===== config.mk =====
export PLATFORM = sky130hd
export DESIGN_NAME = fetch_sequencer_flat
export DESIGN_NICKNAME = d
export VERILOG_FILES = /design/src/rtl/fetch_sequencer_if.sv /design/src/rtl/fetch_sequencer.sv /design/src/flat_wrapper.sv
export SDC_FILE = /design/constraint.sdc
export NUM_CORES = 1
export LEC_CHECK = 0
export CAP_MARGIN = 20
export CORE_MARGIN = 2
export CORE_UTILIZATION = 46
export CTS_BUF_LIST = sky130_fd_sc_hd__clkbuf_8 sky130_fd_sc_hd__clkbuf_16
export DETAILED_ROUTE_END_ITERATION = 7
export PLACE_DENSITY = 0.87
export SETUP_SLACK_MARGIN = 0.1
export SKIP_CTS_REPAIR_TIMING = 1
export SLEW_MARGIN = 40
export SYNTH_ARGS = -nofsm -noshare
export SYNTH_HDL_FRONTEND = slang
export SYNTH_SLANG_ARGS = --single-unit

===== constraint.sdc =====
create_clock -name clk -period 9.1 [get_ports clk]
set_clock_uncertainty 0.2 [all_clocks]
set_input_delay 0.91 -clock clk [delete_from_list [all_inputs] [get_ports clk]]
set_output_delay 0.91 -clock clk [all_outputs]
set_load 0.05 [all_outputs]

===== src/rtl/fetch_sequencer_if.sv =====
// Fetch-side bundle for fetch_sequencer: instruction-memory request/ack,
// decode valid/ready, and the retire/branch-resolution result.
interface fetch_sequencer_if #(
  parameter int WORD      = 64,
  parameter int INSTR_LEN = 32
);
  logic                 halt;
  logic                 imem_req;
  logic [WORD-1:0]      imem_addr;
  logic                 imem_ack;
  logic [INSTR_LEN-1:0] imem_rdata;
  logic                 instr_valid;
  logic                 instr_ready;
  logic [INSTR_LEN-1:0] instruction;
  logic [WORD-1:0]      cur_pc;
  logic                 retire;
  logic                 pc_src;
  logic [WORD-1:0]      branch_target;
  logic                 align_err;
  logic                 halted;

  // Handshakes: a transfer happens on a rising clk edge where both sides are
  // high (imem_req&imem_ack, instr_valid&instr_ready). The producer keeps
  // valid/req and its payload stable until that edge; ack/ready/retire seen
  // outside the state that waits for them are ignored.
  modport master (
    input  halt, imem_ack, imem_rdata, instr_ready, retire, pc_src, branch_target,
    output imem_req, imem_addr, instr_valid, instruction, cur_pc, align_err, halted
  );

  modport slave (
    output halt, imem_ack, imem_rdata, instr_ready, retire, pc_src, branch_target,
    input  imem_req, imem_addr, instr_valid, instruction, cur_pc, align_err, halted
  );
endinterface


===== src/rtl/fetch_sequencer.sv =====
// PC owner and fetch sequencer for the nonpipelined LEGv8 core: REQ -> HOLD -> EXEC.
// Optional macro FETCH_PERF_EN adds fetch_count / stall_cycles counters.
module fetch_sequencer #(
  parameter int              WORD      = 64,
  parameter int              INSTR_LEN = 32,
  parameter logic [WORD-1:0] RESET_PC  = '0
) (
  input  logic                clk,
  input  logic                reset,
  fetch_sequencer_if.master   bus,
  output logic [2:0]          state_dbg
`ifdef FETCH_PERF_EN
  ,
  output logic [31:0]         fetch_count,
  output logic [31:0]         stall_cycles
`endif
);

  typedef enum logic [2:0] {
    IDLE   = 3'd0,
    REQ    = 3'd1,
    HOLD   = 3'd2,
    EXEC   = 3'd3,
    HALTED = 3'd4
  } state_t;

  state_t               state_q, state_d;
  logic [WORD-1:0]      pc_q;
  logic [INSTR_LEN-1:0] instr_q;
  logic                 align_q;

  logic [WORD-1:0]      seq_pc;
  logic [WORD-1:0]      redirect_pc;
  logic                 retire_fire;
  logic                 misaligned;

  // Sequential PC wraps naturally modulo 2^WORD; redirects drop the low bits.
  assign seq_pc      = pc_q + WORD'(4);
  assign redirect_pc = {bus.branch_target[WORD-1:2], 2'b00};
  assign retire_fire = (state_q == EXEC) && bus.retire;
  assign misaligned  = bus.pc_src && (bus.branch_target[1:0] != 2'b00);

  always_comb begin
    state_d = state_q;
    case (state_q)
      IDLE:    state_d = bus.halt ? HALTED : REQ;
      REQ:     if (bus.imem_ack) state_d = HOLD;
      HOLD:    if (bus.instr_ready) state_d = EXEC;
      EXEC:    if (bus.retire) state_d = bus.halt ? HALTED : REQ;
      HALTED:  state_d = HALTED;
      default: state_d = IDLE;
    endcase
  end

  always_ff @(posedge clk) begin
    if (reset) begin
      state_q <= IDLE;
      pc_q    <= RESET_PC;
      instr_q <= '0;
      align_q <= 1'b0;
    end else begin
      state_q <= state_d;
      if ((state_q == REQ) && bus.imem_ack) instr_q <= bus.imem_rdata;
      if (retire_fire) pc_q <= bus.pc_src ? redirect_pc : seq_pc;
      align_q <= retire_fire && misaligned;
    end
  end

  assign bus.imem_req    = (state_q == REQ);
  assign bus.imem_addr   = pc_q;
  assign bus.instr_valid = (state_q == HOLD);
  assign bus.instruction = instr_q;
  assign bus.cur_pc      = pc_q;
  assign bus.align_err   = align_q;
  assign bus.halted      = (state_q == HALTED);
  assign state_dbg       = state_q;

`ifdef FETCH_PERF_EN
  logic stall_now;
  assign stall_now = ((state_q == REQ) && !bus.imem_ack) ||
                     ((state_q == HOLD) && !bus.instr_ready);

  // Both counters saturate rather than wrap.
  always_ff @(posedge clk) begin
    if (reset) begin
      fetch_count  <= '0;
      stall_cycles <= '0;
    end else begin
      if ((state_q == REQ) && bus.imem_ack && (fetch_count != 32'hFFFF_FFFF))
        fetch_count <= fetch_count + 32'd1;
      if (stall_now && (stall_cycles != 32'hFFFF_FFFF))
        stall_cycles <= stall_cycles + 32'd1;
    end
  end
`endif

endmodule


===== src/flat_wrapper.sv =====
// flat-port wrapper written by rule: the top's interface ports become plain ports
module fetch_sequencer_flat 
#(
  parameter int              WORD      = 64,
  parameter int              INSTR_LEN = 32,
  parameter logic [WORD-1:0] RESET_PC  = '0
)
  (clk, reset, state_dbg, bus_halt, bus_imem_ack, bus_imem_rdata, bus_instr_ready, bus_retire, bus_pc_src, bus_branch_target, bus_imem_req, bus_imem_addr, bus_instr_valid, bus_instruction, bus_cur_pc, bus_align_err, bus_halted);
  fetch_sequencer_if #(.WORD(WORD), .INSTR_LEN(INSTR_LEN)) bus_i ();
  input  logic clk;
  input  logic reset;
  output logic [2:0] state_dbg;
  input wire logic [$bits(bus_i.halt)-1:0] bus_halt;
  input wire logic [$bits(bus_i.imem_ack)-1:0] bus_imem_ack;
  input wire logic [$bits(bus_i.imem_rdata)-1:0] bus_imem_rdata;
  input wire logic [$bits(bus_i.instr_ready)-1:0] bus_instr_ready;
  input wire logic [$bits(bus_i.retire)-1:0] bus_retire;
  input wire logic [$bits(bus_i.pc_src)-1:0] bus_pc_src;
  input wire logic [$bits(bus_i.branch_target)-1:0] bus_branch_target;
  output wire logic [$bits(bus_i.imem_req)-1:0] bus_imem_req;
  output wire logic [$bits(bus_i.imem_addr)-1:0] bus_imem_addr;
  output wire logic [$bits(bus_i.instr_valid)-1:0] bus_instr_valid;
  output wire logic [$bits(bus_i.instruction)-1:0] bus_instruction;
  output wire logic [$bits(bus_i.cur_pc)-1:0] bus_cur_pc;
  output wire logic [$bits(bus_i.align_err)-1:0] bus_align_err;
  output wire logic [$bits(bus_i.halted)-1:0] bus_halted;
  assign bus_i.halt = bus_halt;
  assign bus_i.imem_ack = bus_imem_ack;
  assign bus_i.imem_rdata = bus_imem_rdata;
  assign bus_i.instr_ready = bus_instr_ready;
  assign bus_i.retire = bus_retire;
  assign bus_i.pc_src = bus_pc_src;
  assign bus_i.branch_target = bus_branch_target;
  assign bus_imem_req = bus_i.imem_req;
  assign bus_imem_addr = bus_i.imem_addr;
  assign bus_instr_valid = bus_i.instr_valid;
  assign bus_instruction = bus_i.instruction;
  assign bus_cur_pc = bus_i.cur_pc;
  assign bus_align_err = bus_i.align_err;
  assign bus_halted = bus_i.halted;
  fetch_sequencer #(.WORD(WORD), .INSTR_LEN(INSTR_LEN), .RESET_PC(RESET_PC)) u_core (.clk(clk), .reset(reset), .bus(bus_i), .state_dbg(state_dbg));
endmodule

# ---- Word-level counts from Yosys, hierarchy flattened
# Cells that the tools add are included.
dict set report classes {
  addsub 1
  mul 0
  div_mod_pow 0
  order_cmp 0
  n_eq_ne 7
  shifts 0
  n_mux 6
  bitwise_logic 0
  reduce_logical 7
}
# cell count
set ops {}
lappend ops {{64-bit by 3-bit adder with 64-bit output, second input constant} 1}
lappend ops {{64-bit two-way mux} 1}
lappend ops {{3-bit one-hot mux with 5 select lines} 1}
lappend ops {{3-bit two-way mux} 4}
lappend ops {{3-bit by 2-bit == test with 1-bit output, second input constant} 2}
lappend ops {{2-bit inequality test, second input constant} 3}
lappend ops {{1-bit logical AND} 4}
lappend ops {{3-bit by 1-bit == test with 1-bit output, second input constant} 1}
lappend ops {{3-bit == test, second input constant} 1}
lappend ops {{3-bit zero test} 1}
lappend ops {{3-bit AND reduction} 1}
lappend ops {{2-bit nonzero test} 1}
dict set report word_totals {
  regBits 100
  latchBits 0
  ram_bits 0
  mem_bits_ro 0
  in_bits 103
  output_inout_bits 167
  word_cells 25
  n_memories 0
}

# ---- Depth between registers and ports, before layout
# Gate-level depths: netlist of run 1.
dict set report depth {
  ltp_word 3
  mapped_depth 9
  mapped_depth_nobuf 7
}

# ---- Least setup slack after synthesis of run 1
# No wires, ideal clock.
dict set report synth_timing {
  path_type {flip-flop to flip-flop}
  from {register u_core.pc_q[3], in the netlist u_core.bus.cur_pc[3]}
  to {register u_core.pc_q[40], in the netlist u_core.bus.cur_pc[40]}
  setup_ns 0.058
  t_arrival_ns 3.155
  required_time_ns 8.842
  setup_slack_ns 5.687
  path_stages_with_launch 9
  n_path_buf 1
  path_cell_list {dfxtp_1 > ha_1 > nand4_2 > or4_4 > buf_6 > or4_4 > or4_1 > a21oi_1 > o21a_1}
}
dict set report synth_between {
  elab_chain_cells 2
}
# item line
set synth_lines {}
lappend synth_lines {{start: declaration} fetch_sequencer.sv:28} ;# logic [WORD-1:0] pc_q;
lappend synth_lines {{start signal: assignment} fetch_sequencer.sv:64} ;# if (retire_fire) pc_q <= bus.pc_src ? redirect_pc : seq_pc;
lappend synth_lines {{64-bit by 3-bit adder with 64-bit output} fetch_sequencer.sv:38} ;# assign seq_pc = pc_q + WORD'(4);
lappend synth_lines {{64-bit two-way mux} fetch_sequencer.sv:64}
# No other way between the ends.
# A chain may end at the register's enable or synchronous reset.

# ---- Worst setup path after layout of run 1
dict set report layout_timing {
  from {register u_core.pc_q[2], in the netlist u_core.bus.cur_pc[2]}
  to {register u_core.pc_q[62], in the netlist u_core.bus.cur_pc[62]}
}
# The elaborated chain is that of the path after synthesis.

==> impl_metrics.tcl, run 1 <==
set metrics [dict create \
    yosysSeqAreaShare_pct 32.5 \
    clock-sinks 98 \
    max_stage_delay_ns 0.79 \
    leakagePower_nw 2.75 \
    maxCapViolCount 0 \
    worst_slew_margin_rel_pct 41.8 \
    start_kind "flip-flop" \
    report.final.setup_viol 0 \
    status "completed" \
    async_flop_share_pct 0 \
    grt_max_degree 94 \
    arrival_ns 3.32 \
    hold_viol 0 \
    routed_via_density 5.88 \
    hpwlAfterDp_um 14400 \
    met1_usage_pct 35.6 \
    ys.flop_type "dfxtp_1" \
    grt_pass1_wl_um 32300 \
    fmax_mhz 301 \
    hold_path_depth 2 \
    start_util_pct 47.5 \
    drc 0 \
    syn_inst 840 \
    grtUsageMet3_pct 5.98 \
    core.rowCount 41 \
    end_kind "flip-flop" \
    cpLargestDelayFamily "simple AND/OR/NAND/NOR gates" \
    use_met2_pct 47.5 \
    layout_commonest_cell "clkdlybuf4s50_1" \
    crit_slowest_cell "nor4b_1" \
    ys_ff_latch 98 \
    synth_edf_count 0 \
    grt_pass1_vias 6204 \
    p_total_mw 1.02 \
    peakVddDrop_mv 0.0780 \
    yosysUniqueCellTypes 54 \
    wl_per_cell_um 17.7 \
    drt-total-wl_um 20800 \
    place.gp.congestion 0.934 \
    cts_root_buf "clkbuf_16" \
    die-area_mm2 0.0141 \
    layout-drive-gt1-share_pct 3.29 \
    drt_iter0_drc 681 \
    final_nets 1103 \
    grt_overflow 0 \
    fin_area_mm2 0.00857 \
    fin_util_pct 67.4 \
    rr_worst_depth 7 \
    worstSetupPathType "flip-flop to flip-flop" \
    min_to "u_core.bus.instruction[27]$_SDFFE_PP0P_" \
    port_buffers 265 \
    insertion_delay_ns 0.34 \
    critPathBufInv 0 \
    fin_crit_sh_pct 36.5 \
    worstPathMaxFanout 11 \
    dp_cells 1160 \
    drv_slew 0 \
    avgSynthCellArea_um2 7.19 \
    htree_num_levels 3 \
    nFillCells 1155 \
    r2r_start "u_core.bus.cur_pc[2]$_SDFFE_PP0P_" \
    rsz0062_at_grt "false" \
    clk_pin_slew_ns 0.07 \
    dr.pass1.iters 5 \
    syn_area_mm2 0.00604 \
    fp.dieW_um 119 \
    fin_crit_ns 3.32 \
    hold_start "u_core.bus.instruction[27]$_SDFFE_PP0P_" \
    fp.dieH_um 119 \
    vias 6914 \
    ioPinCount 270 \
    core_mm2 0.0127 \
    ant_nets 0 \
    top_usage_layer "met2" \
    clock_path_buffers 2 \
    rrSetupSlack_ns 5.78 \
    layout-area-overhead-vs-synth_pct 41.8 \
    antennaDiodeCount 0 \
    path_cells "ha_1 -> nand4_2 -> or4_4 -> nor4b_1 -> nand3_1 -> mux2i_1 -> a31oi_1" \
    cts_tree "done" \
    pwr_density_cell_mw_per_mm2 119 \
    most-common-layout-cells "clkdlybuf4s50_1 (263), nand2_1 (138), dfxtp_1 (98)" \
    hold_path_class "flip-flop to flip-flop" \
    cts-buffers-inserted 9 \
    fin_setup_tns_ns 0 \
    grt_usage_pct 27.9 \
    ys_warn_count 0 \
    required_ns 9.09 \
    worst_slew_pin_slew_ns 0.866 \
    final_cells 1175 \
    dpl-instance-area_mm2 0.00825 \
    timing.rr.end "u_core.bus.cur_pc[62]$_SDFFE_PP0P_" \
    antenna_found_initial 0 \
]
cell usage after synthesis (11+ instances only):
| library cell | n | area [um2] |
|---|---|---|
| a21oi_1 | 77 | 385 |
| a22oi_1 | 14 | 105 |
| a31oi_1 | 21 | 131 |
| and3_1 | 26 | 163 |
| buf_4 | 66 | 495 |
| clkbuf_1 | 55 | 206 |
| dfxtp_1 | 98 | 1960 |
| mux2i_1 | 11 | 110 |
| nand2_1 | 139 | 522 |
| nand3_1 | 49 | 245 |
| nand4_1 | 22 | 138 |
| nor2_1 | 54 | 203 |
| nor3_1 | 23 | 115 |
| nor4_1 | 11 | 68.8 |
| o21ai_0 | 39 | 195 |
| or4_1 | 12 | 90.1 |
where the power goes:
group          leakage, nW  switching, mW  internal (mW)  total, mW
sequential           0.791        0.00802          0.437      0.445
combinational         1.80         0.0876         0.0690      0.157
clock                0.156          0.168          0.247      0.415
total                 2.75          0.264          0.752       1.02
worst max path at each step:
stage,from,end,cells after the start
after floorplan,u_core.bus.cur_pc[3]$_SDFFE_PP0P_,u_core.bus.cur_pc[40]$_SDFFE_PP0P_,8
after global placement,bus_retire,u_core.bus.cur_pc[57]$_SDFFE_PP0P_,6
after detailed placement,bus_retire,u_core.bus.cur_pc[57]$_SDFFE_PP0P_,6
after CTS,u_core.bus.cur_pc[2]$_SDFFE_PP0P_,u_core.bus.cur_pc[62]$_SDFFE_PP0P_,7
after global routing,u_core.bus.cur_pc[2]$_SDFFE_PP0P_,u_core.bus.cur_pc[62]$_SDFFE_PP0P_,7
final,u_core.bus.cur_pc[2]$_SDFFE_PP0P_,u_core.bus.cur_pc[62]$_SDFFE_PP0P_,7
final cells by class:
cell class                      instances  area (um2)  share of cell area, %
Clock buffer                           10         239                   2.79
Clock inverter                          5        80.1                  0.934
Inverter                                9        33.8                  0.394
Multi-Input combinational cell        610        3350                   39.1
Sequential cell                        98        1960                   22.9
Tap cell                              172         215                   2.51
Timing Repair Buffer                  271        2690                   31.4
flip-flops by register name (all words and copies together), names as in the netlist:
register / count
u_core.bus.align_err: 1
u_core.state_dbg: 3
u_core.bus.instruction: 32
u_core.bus.cur_pc: 62
worst register-to-register path, stage by stage (launching register included):
cell and delay, ns:
dfxtp_1 0.51, ha_1 0.29, nand4_2 0.18, or4_4 0.65, nor4b_1 0.79, nand3_1 0.25, mux2i_1 0.21, a31oi_1 0.09
logic make-up after synthesis:
| kind of cell | after synthesis | synth area share [%] |
|---|---|---|
| other cells | 1 | 0.0621 |
| fa+ha+maj | 1 | 0.207 |
| buf+inv | 135 | 12.6 |
| flops | 98 | 32.5 |
| mux | 12 | 2.01 |
| simple gates | 380 | 31.0 |
| compound gates | 213 | 21.6 |
per-layer routing:
layer  up-vias  routed length, um
li1       3303                  -
met1      3176               8060
met2       393              10200
met3        42               2200
met4         0                412
met5         -                  0
per-stage QoR:
stage	hold WS, ns	setup WS (ns)
6_report	0.252	5.78
5_1_grt	0.266	5.60
4_1_cts	0.255	5.84
3_5_place_dp	0.246	5.51
3_3_place_gp	0.241	5.55
2_1_floorplan	0.473	5.69
(Power assumes the default switching activity.)
==> run 2, diff against run 1 <==
--- a/config.mk
+++ b/config.mk
@@ -7,10 +7,10 @@
 export LEC_CHECK = 0
 export CAP_MARGIN = 20
 export CORE_MARGIN = 2
-export CORE_UTILIZATION = 46
+export CORE_UTILIZATION = 39
 export CTS_BUF_LIST = sky130_fd_sc_hd__clkbuf_8 sky130_fd_sc_hd__clkbuf_16
 export DETAILED_ROUTE_END_ITERATION = 7
-export PLACE_DENSITY = 0.87
+export PLACE_DENSITY = 0.79
 export SETUP_SLACK_MARGIN = 0.1
 export SKIP_CTS_REPAIR_TIMING = 1
 export SLEW_MARGIN = 40
==> constraint.sdc (replaced) <==
create_clock -name clk -period 2.8 [get_ports clk]
set_clock_uncertainty 0.2 [all_clocks]
set_input_delay 0.28 -clock clk [delete_from_list [all_inputs] [get_ports clk]]
set_output_delay 0.28 -clock clk [all_outputs]
set_load 0.05 [all_outputs]
==> impl_metrics.tcl, run 2 (synthesized netlist as in run 1, its figures left out) <==
set metrics [dict create \
    most-common-layout-cells "clkdlybuf4s50_1 (263), nand2_1 (139), dfxtp_1 (79)" \
    fin_crit_sh_pct 96.5 \
    report.final.setup_viol 0 \
    start_kind "flip-flop" \
    core.rowCount 45 \
    layout_commonest_cell "clkdlybuf4s50_1" \
    fp.dieH_um 128 \
    drt_iter0_drc 627 \
    port_buffers 265 \
    cts_root_buf "clkbuf_16" \
    cts_tree "done" \
    hold_viol 0 \
    ant_nets 0 \
    final_cells 1224 \
    core_mm2 0.0151 \
    drt-total-wl_um 21800 \
    max_stage_delay_ns 0.58 \
    min_to "u_core.bus.cur_pc[43]$_SDFFE_PP0P_" \
    routed_via_density 5.70 \
    drv_slew 0 \
    hold_start "bus_pc_src" \
    setup_slack_ns 0.0992 \
    fmax_mhz 370 \
    worst_slew_margin_rel_pct 58.9 \
    fin_setup_tns_ns 0 \
    grt_pass1_vias 6242 \
    hold_path_class "input port to flip-flop" \
    path_cells "ha_4 -> nand4_4 -> or4_4 -> buf_4 -> or4_4 -> o41ai_4 -> nand2_1 -> a21oi_1" \
    grt_max_degree 94 \
    insertion_delay_ns 0.36 \
    required_ns 2.89 \
    dp_cells 1208 \
    place.gp.congestion 0.915 \
    nFillCells 1397 \
    wl_per_cell_um 17.8 \
    r2r_start "u_core.bus.cur_pc[3]$_SDFFE_PP0P_" \
    hpwlAfterDp_um 15500 \
    fp.dieW_um 128 \
    multi_input_area_mm2 0.00338 \
    clk_pin_slew_ns 0.07 \
    cts-buffers-inserted 9 \
    antennaDiodeCount 0 \
    layout-drive-gt1-share_pct 8.40 \
    rsz0062_at_grt "true" \
    grt_overflow 0 \
    htree_num_levels 3 \
    timing.rr.end "u_core.bus.cur_pc[38]$_SDFFE_PP0P_" \
    leakagePower_nw 2.94 \
    peakVddDrop_mv 0.247 \
    final_nets 1135 \
    largest_reg_flops 62 \
    die-area_mm2 0.0165 \
    clock_path_buffers 2 \
    status "completed" \
    clock-sinks 98 \
    dp_slack_ns 0.0911 \
    worst_slew_pin_slew_ns 0.616 \
    crit_slowest_cell "or4_4" \
    start_util_pct 39.9 \
    hold_path_depth 3 \
    fin_crit_ns 2.70 \
    maxCapViolCount 0 \
    worstSetupPathType "flip-flop to flip-flop" \
    pwr_density_cell_mw_per_mm2 361 \
    worstPathMaxFanout 6 \
    dpl-instance-area_mm2 0.00857 \
    rrSetupSlack_ns 0.1 \
    grt_pass1_wl_um 33700 \
    ioPinCount 270 \
    cpMostUsedCell "or4_4" \
    dr.pass1.iters 5 \
    arrival_ns 2.79 \
    grt_usage_pct 25.3 \
    end_kind "flip-flop" \
    rr_worst_depth 8 \
    fin_area_mm2 0.00888 \
    drc 0 \
    ff_latch_area_mm2 0.00199 \
    vias 6972 \
    antenna_found_initial 0 \
    layout-area-overhead-vs-synth_pct 47.0 \
]
[run 2: final cells by class]
cell class	instances	share of cell area, %
clock inverters	6	0.437
flip-flops and latches	98	22.4
inverters	9	0.380
well taps	188	2.65
repair buffers	303	33.2
clock buffers	10	2.82
multi-input cells	610	38.1
[run 2: power by group]
part / switching (mW) / internal (mW) / total [mW] / leakage, nW
Clock: 0.589 / 0.658 / 1.25 / 0.146
Combinational: 0.291 / 0.231 / 0.522 / 1.99
Sequential: 0.0245 / 1.42 / 1.44 / 0.802
[run 2: metal layers]
layer / vias to the layer above / share of wire, % / track usage, %
li1: 3361 / - / -
met1: 3253 / 42 / 34.5
met2: 320 / 48 / 40.8
met3: 38 / 8.2 / 4.32
met4: 0 / 2.1 / 8.34
met5: - / 0 / 0
[run 2: stage by stage]
step | total power [mW] | hold slack (ns) | utilization [%]
2_1_floorplan | 1.74 | 0.216 | -
3_3_place_gp | 1.99 | 0.241 | 56.6
3_5_place_dp | 1.99 | 0.246 | 56.6
4_1_cts | 3.22 | 0.127 | 58.5
5_1_grt | 3.31 | 0.158 | 58.6
6_report | 3.21 | 0.130 | 58.6
[run 2: worst max path at each step]
stage,startpoint,endpoint,slack (ns),cells after the start
after detailed placement,u_core.bus.cur_pc[3]$_SDFFE_PP0P_,u_core.bus.cur_pc[38]$_SDFFE_PP0P_,0.09,8
after global routing,u_core.bus.cur_pc[3]$_SDFFE_PP0P_,u_core.bus.cur_pc[38]$_SDFFE_PP0P_,0.03,8
after floorplan,u_core.bus.cur_pc[3]$_SDFFE_PP0P_,u_core.bus.cur_pc[40]$_SDFFE_PP0P_,-0.07,8
after CTS,u_core.bus.cur_pc[3]$_SDFFE_PP0P_,u_core.bus.cur_pc[38]$_SDFFE_PP0P_,0.07,8
after global placement,u_core.bus.cur_pc[3]$_SDFFE_PP0P_,u_core.bus.cur_pc[38]$_SDFFE_PP0P_,0.11,8
final,u_core.bus.cur_pc[3]$_SDFFE_PP0P_,u_core.bus.cur_pc[38]$_SDFFE_PP0P_,0.1,8
[run 2: critical path: cells and delay by family (launching register included)]
kind	cells	cell delay [ns]
flops	1	0.36
compound gates	2	0.45
fa+ha+maj	1	0.16
simple gates	4	1.29
buf+inv	1	0.18
==> RTL edit (settings of run 2) <==
`WORD` is set to 64 in 3 places; all go to 32.
--- a/src/rtl/fetch_sequencer_if.sv
+++ b/src/rtl/fetch_sequencer_if.sv
@@ -2,5 +2,5 @@
 // decode valid/ready, and the retire/branch-resolution result.
 interface fetch_sequencer_if #(
-  parameter int WORD      = 64,
+  parameter int WORD      = 32,
   parameter int INSTR_LEN = 32
 );
--- a/src/rtl/fetch_sequencer.sv
+++ b/src/rtl/fetch_sequencer.sv
@@ -2,5 +2,5 @@
 // Optional macro FETCH_PERF_EN adds fetch_count / stall_cycles counters.
 module fetch_sequencer #(
-  parameter int              WORD      = 64,
+  parameter int              WORD      = 32,
   parameter int              INSTR_LEN = 32,
   parameter logic [WORD-1:0] RESET_PC  = '0
--- a/src/flat_wrapper.sv
+++ b/src/flat_wrapper.sv
@@ -2,5 +2,5 @@
 module fetch_sequencer_flat 
 #(
-  parameter int              WORD      = 64,
+  parameter int              WORD      = 32,
   parameter int              INSTR_LEN = 32,
   parameter logic [WORD-1:0] RESET_PC  = '0
Ports: changed (resized bus_branch_target, bus_cur_pc and bus_imem_addr); port bits go from 270 to 174. The function was not compared with the original's and may differ.
==> RTL edit against run 2 <==
- maximum frequency increased by 9.2%
- worst setup slack better by 230 ps
- sequential cell count is 32 lower
- power decreased by 30%
- area after synthesis decreased by 40%
- register-to-register slack better by 290 ps
- final area down 39%
- routed wire length decreased by 46%
- largest cell class unchanged
==> RTL edit: results (changes against run 2) <==
* I/O Buffers at 169 (-36%)
* Clock Latency Late Sink at 340 ps (-20 ps)
* Drt pass-1 iters at 5 (unchanged)
* Final WL at 11.7 mm (-46%)
* Crit path max fanout at 10 (+4)
* Ratio of cells with drive above 1 in the final layout at 7.20% (-1.2 points)
* Layout net count at 678 (-40%)
* Seq/Total Area, Yosys at 36.5% (+4.0 points)
* Leakage at 1.76 nW (-40%)
* Via/cell ratio at 5.65 (-0.82%)
* Worst VDD drop at 0.304 mV (+23%)
* Clk slew on worst S/H paths at 80 ps
* Post-synthesis mux area share at 1.17% (-0.83 points)
* Largest cells by area after synthesis: dfxtp_1, nand2_1, buf_4
* Top FF cell, synth: dfxtp_1
* Count of filler cells inserted in the layout at 834 (-40%)
* # diodes at 0 (unchanged)
* Yosys warnings at 0 (unchanged)
* Vias in the first global route at 3,652 (-41%)
* Clock buffer count from CTS at 9 (unchanged)
* Clk root buf: clkbuf_8
* Synth async-reset ratio at 0% (unchanged)
* Status: finished clean
* Setup WS pre-CTS at 422 ps (+331 ps)
* Initial antenna violation count at 0 (unchanged)
* Clk buf depth at 2 (unchanged)
* First-pass GRT wire length at 18.4 mm (-45%)
* Total track usage at 22.3% (-3.0 points)
* Routability cong. at 0.880 (-3.8%)
* Commonest cells post-synth: nand2_1, dfxtp_1, a21oi_1
* Iteration-0 DRC Markers at 285 (-55%)
* CP arrival at 1990 ps (-800 ps)
* Max reg flops at 32 (-48%)
* Hpwl dp at 8.51 mm (-45%)
* CTS H-tree depth at 3 (unchanged)
* Largest net degree at the start of global routing at 50 (-47%)
* Hold Crit Class: in2reg
* Internal power at 1.58 mW (-32%)
* XOR/XNOR Fraction of Synth Area at 0% (unchanged)
* Adder-cell share of the synthesized area at 0.345% (+0.14 points)
* Post-synth cell types at 56 (+3.7%)
* Post-synthesis compound-gate area fraction at 22.5% (+0.93 points)
* Slew Limit Headroom at 59.0% (+0.065 points)
* Setup TNS at 0 ps (unchanged)
[RTL edit: cell types whose count changed after synthesis, sizes merged, moves of 9 or more]
| cell | run 2 | this run |
|---|---|---|
| buf | 71 | 40 |
| mux2i | 11 | 2 |
| nor3 | 23 | 13 |
| o21ai | 39 | 20 |
| nor2 | 54 | 20 |
| clkbuf | 55 | 29 |
| a21oi | 77 | 44 |
| and3 | 26 | 8 |
| nand3 | 49 | 17 |
| nand2 | 139 | 100 |
| dfxtp | 98 | 66 |
| or4 | 14 | 4 |
| a22oi | 14 | 2 |
[RTL edit: through the flow]
| stage | utilization, % | hold WS [ps] | cell area (sq um) | cells | power [mW] |
|---|---|---|---|---|---|
| after floorplan | - | 216 | 3640 | 482 | 1.25 |
| after global placement | 56.7 | 241 | 5160 | 706 | 1.42 |
| after detailed placement | 56.7 | 247 | 5160 | 706 | 1.43 |
| after CTS | 58.9 | 37.8 | 5370 | 722 | 2.25 |
| after global routing | 59.0 | 40.8 | 5370 | 722 | 2.32 |
| final | 59.0 | 48.3 | 5370 | 722 | 2.23 |
[RTL edit: logic make-up (layout without fill, tap and decap cells)]
| logic type | Yosys count | after routing |
|---|---|---|
| AO/OA/AOI/OAI | 125 | 125 |
| adder cells (fa/ha/maj) | 1 | 1 |
| multiplexers | 4 | 4 |
| AND/OR/NAND/NOR | 206 | 206 |
| buffers and inverters | 76 | 205 |
| other | 1 | 4 |
| flip-flops | 66 | 66 |
[RTL edit: final cells by class]
class / instances / share of cell area (%)
flip-flops and latches: 66 / 24.6
multi-input cells: 340 / 35.4
well taps: 111 / 2.58
inverters: 7 / 0.489
repair buffers: 182 / 33.1
clock buffers: 10 / 2.56
clock inverters: 6 / 1.23
[RTL edit: layer usage]
layer	global-route usage (%)	wire length [um]	share of wire, %
met2	35.1	5530	47
met4	7.38	205	1.8
met3	4.81	993	8.5
met5	0	0	0
met1	30.4	4980	43
[RTL edit: worst paths after layout]
check,startpoint,to,slack [ps],cells past startpoint
max,u_core.state_dbg[0],bus_imem_req,330,2
min,reset,u_core.bus.cur_pc[22],50,2
max reg2reg,u_core.bus.cur_pc[3],u_core.bus.cur_pc[30],390,5
min reg2reg,u_core.bus.instruction[4],u_core.bus.instruction[4],250,2
[RTL edit: critical path: stages (launching register included)]
cell             delay (ps)
dfxtp_1                 500
nor3b_2                 290
clkdlybuf4s50_1         870
[RTL edit: power groups by stage]
stage | Clock, mW | Combinational [mW] | Sequential [mW]
2_1_floorplan | 0 | 0.155 | 1.09
3_3_place_gp | 0 | 0.415 | 1.01
3_5_place_dp | 0 | 0.417 | 1.01
4_1_cts | 0.840 | 0.419 | 0.990
5_1_grt | 0.878 | 0.446 | 0.994
6_report | 0.822 | 0.420 | 0.990
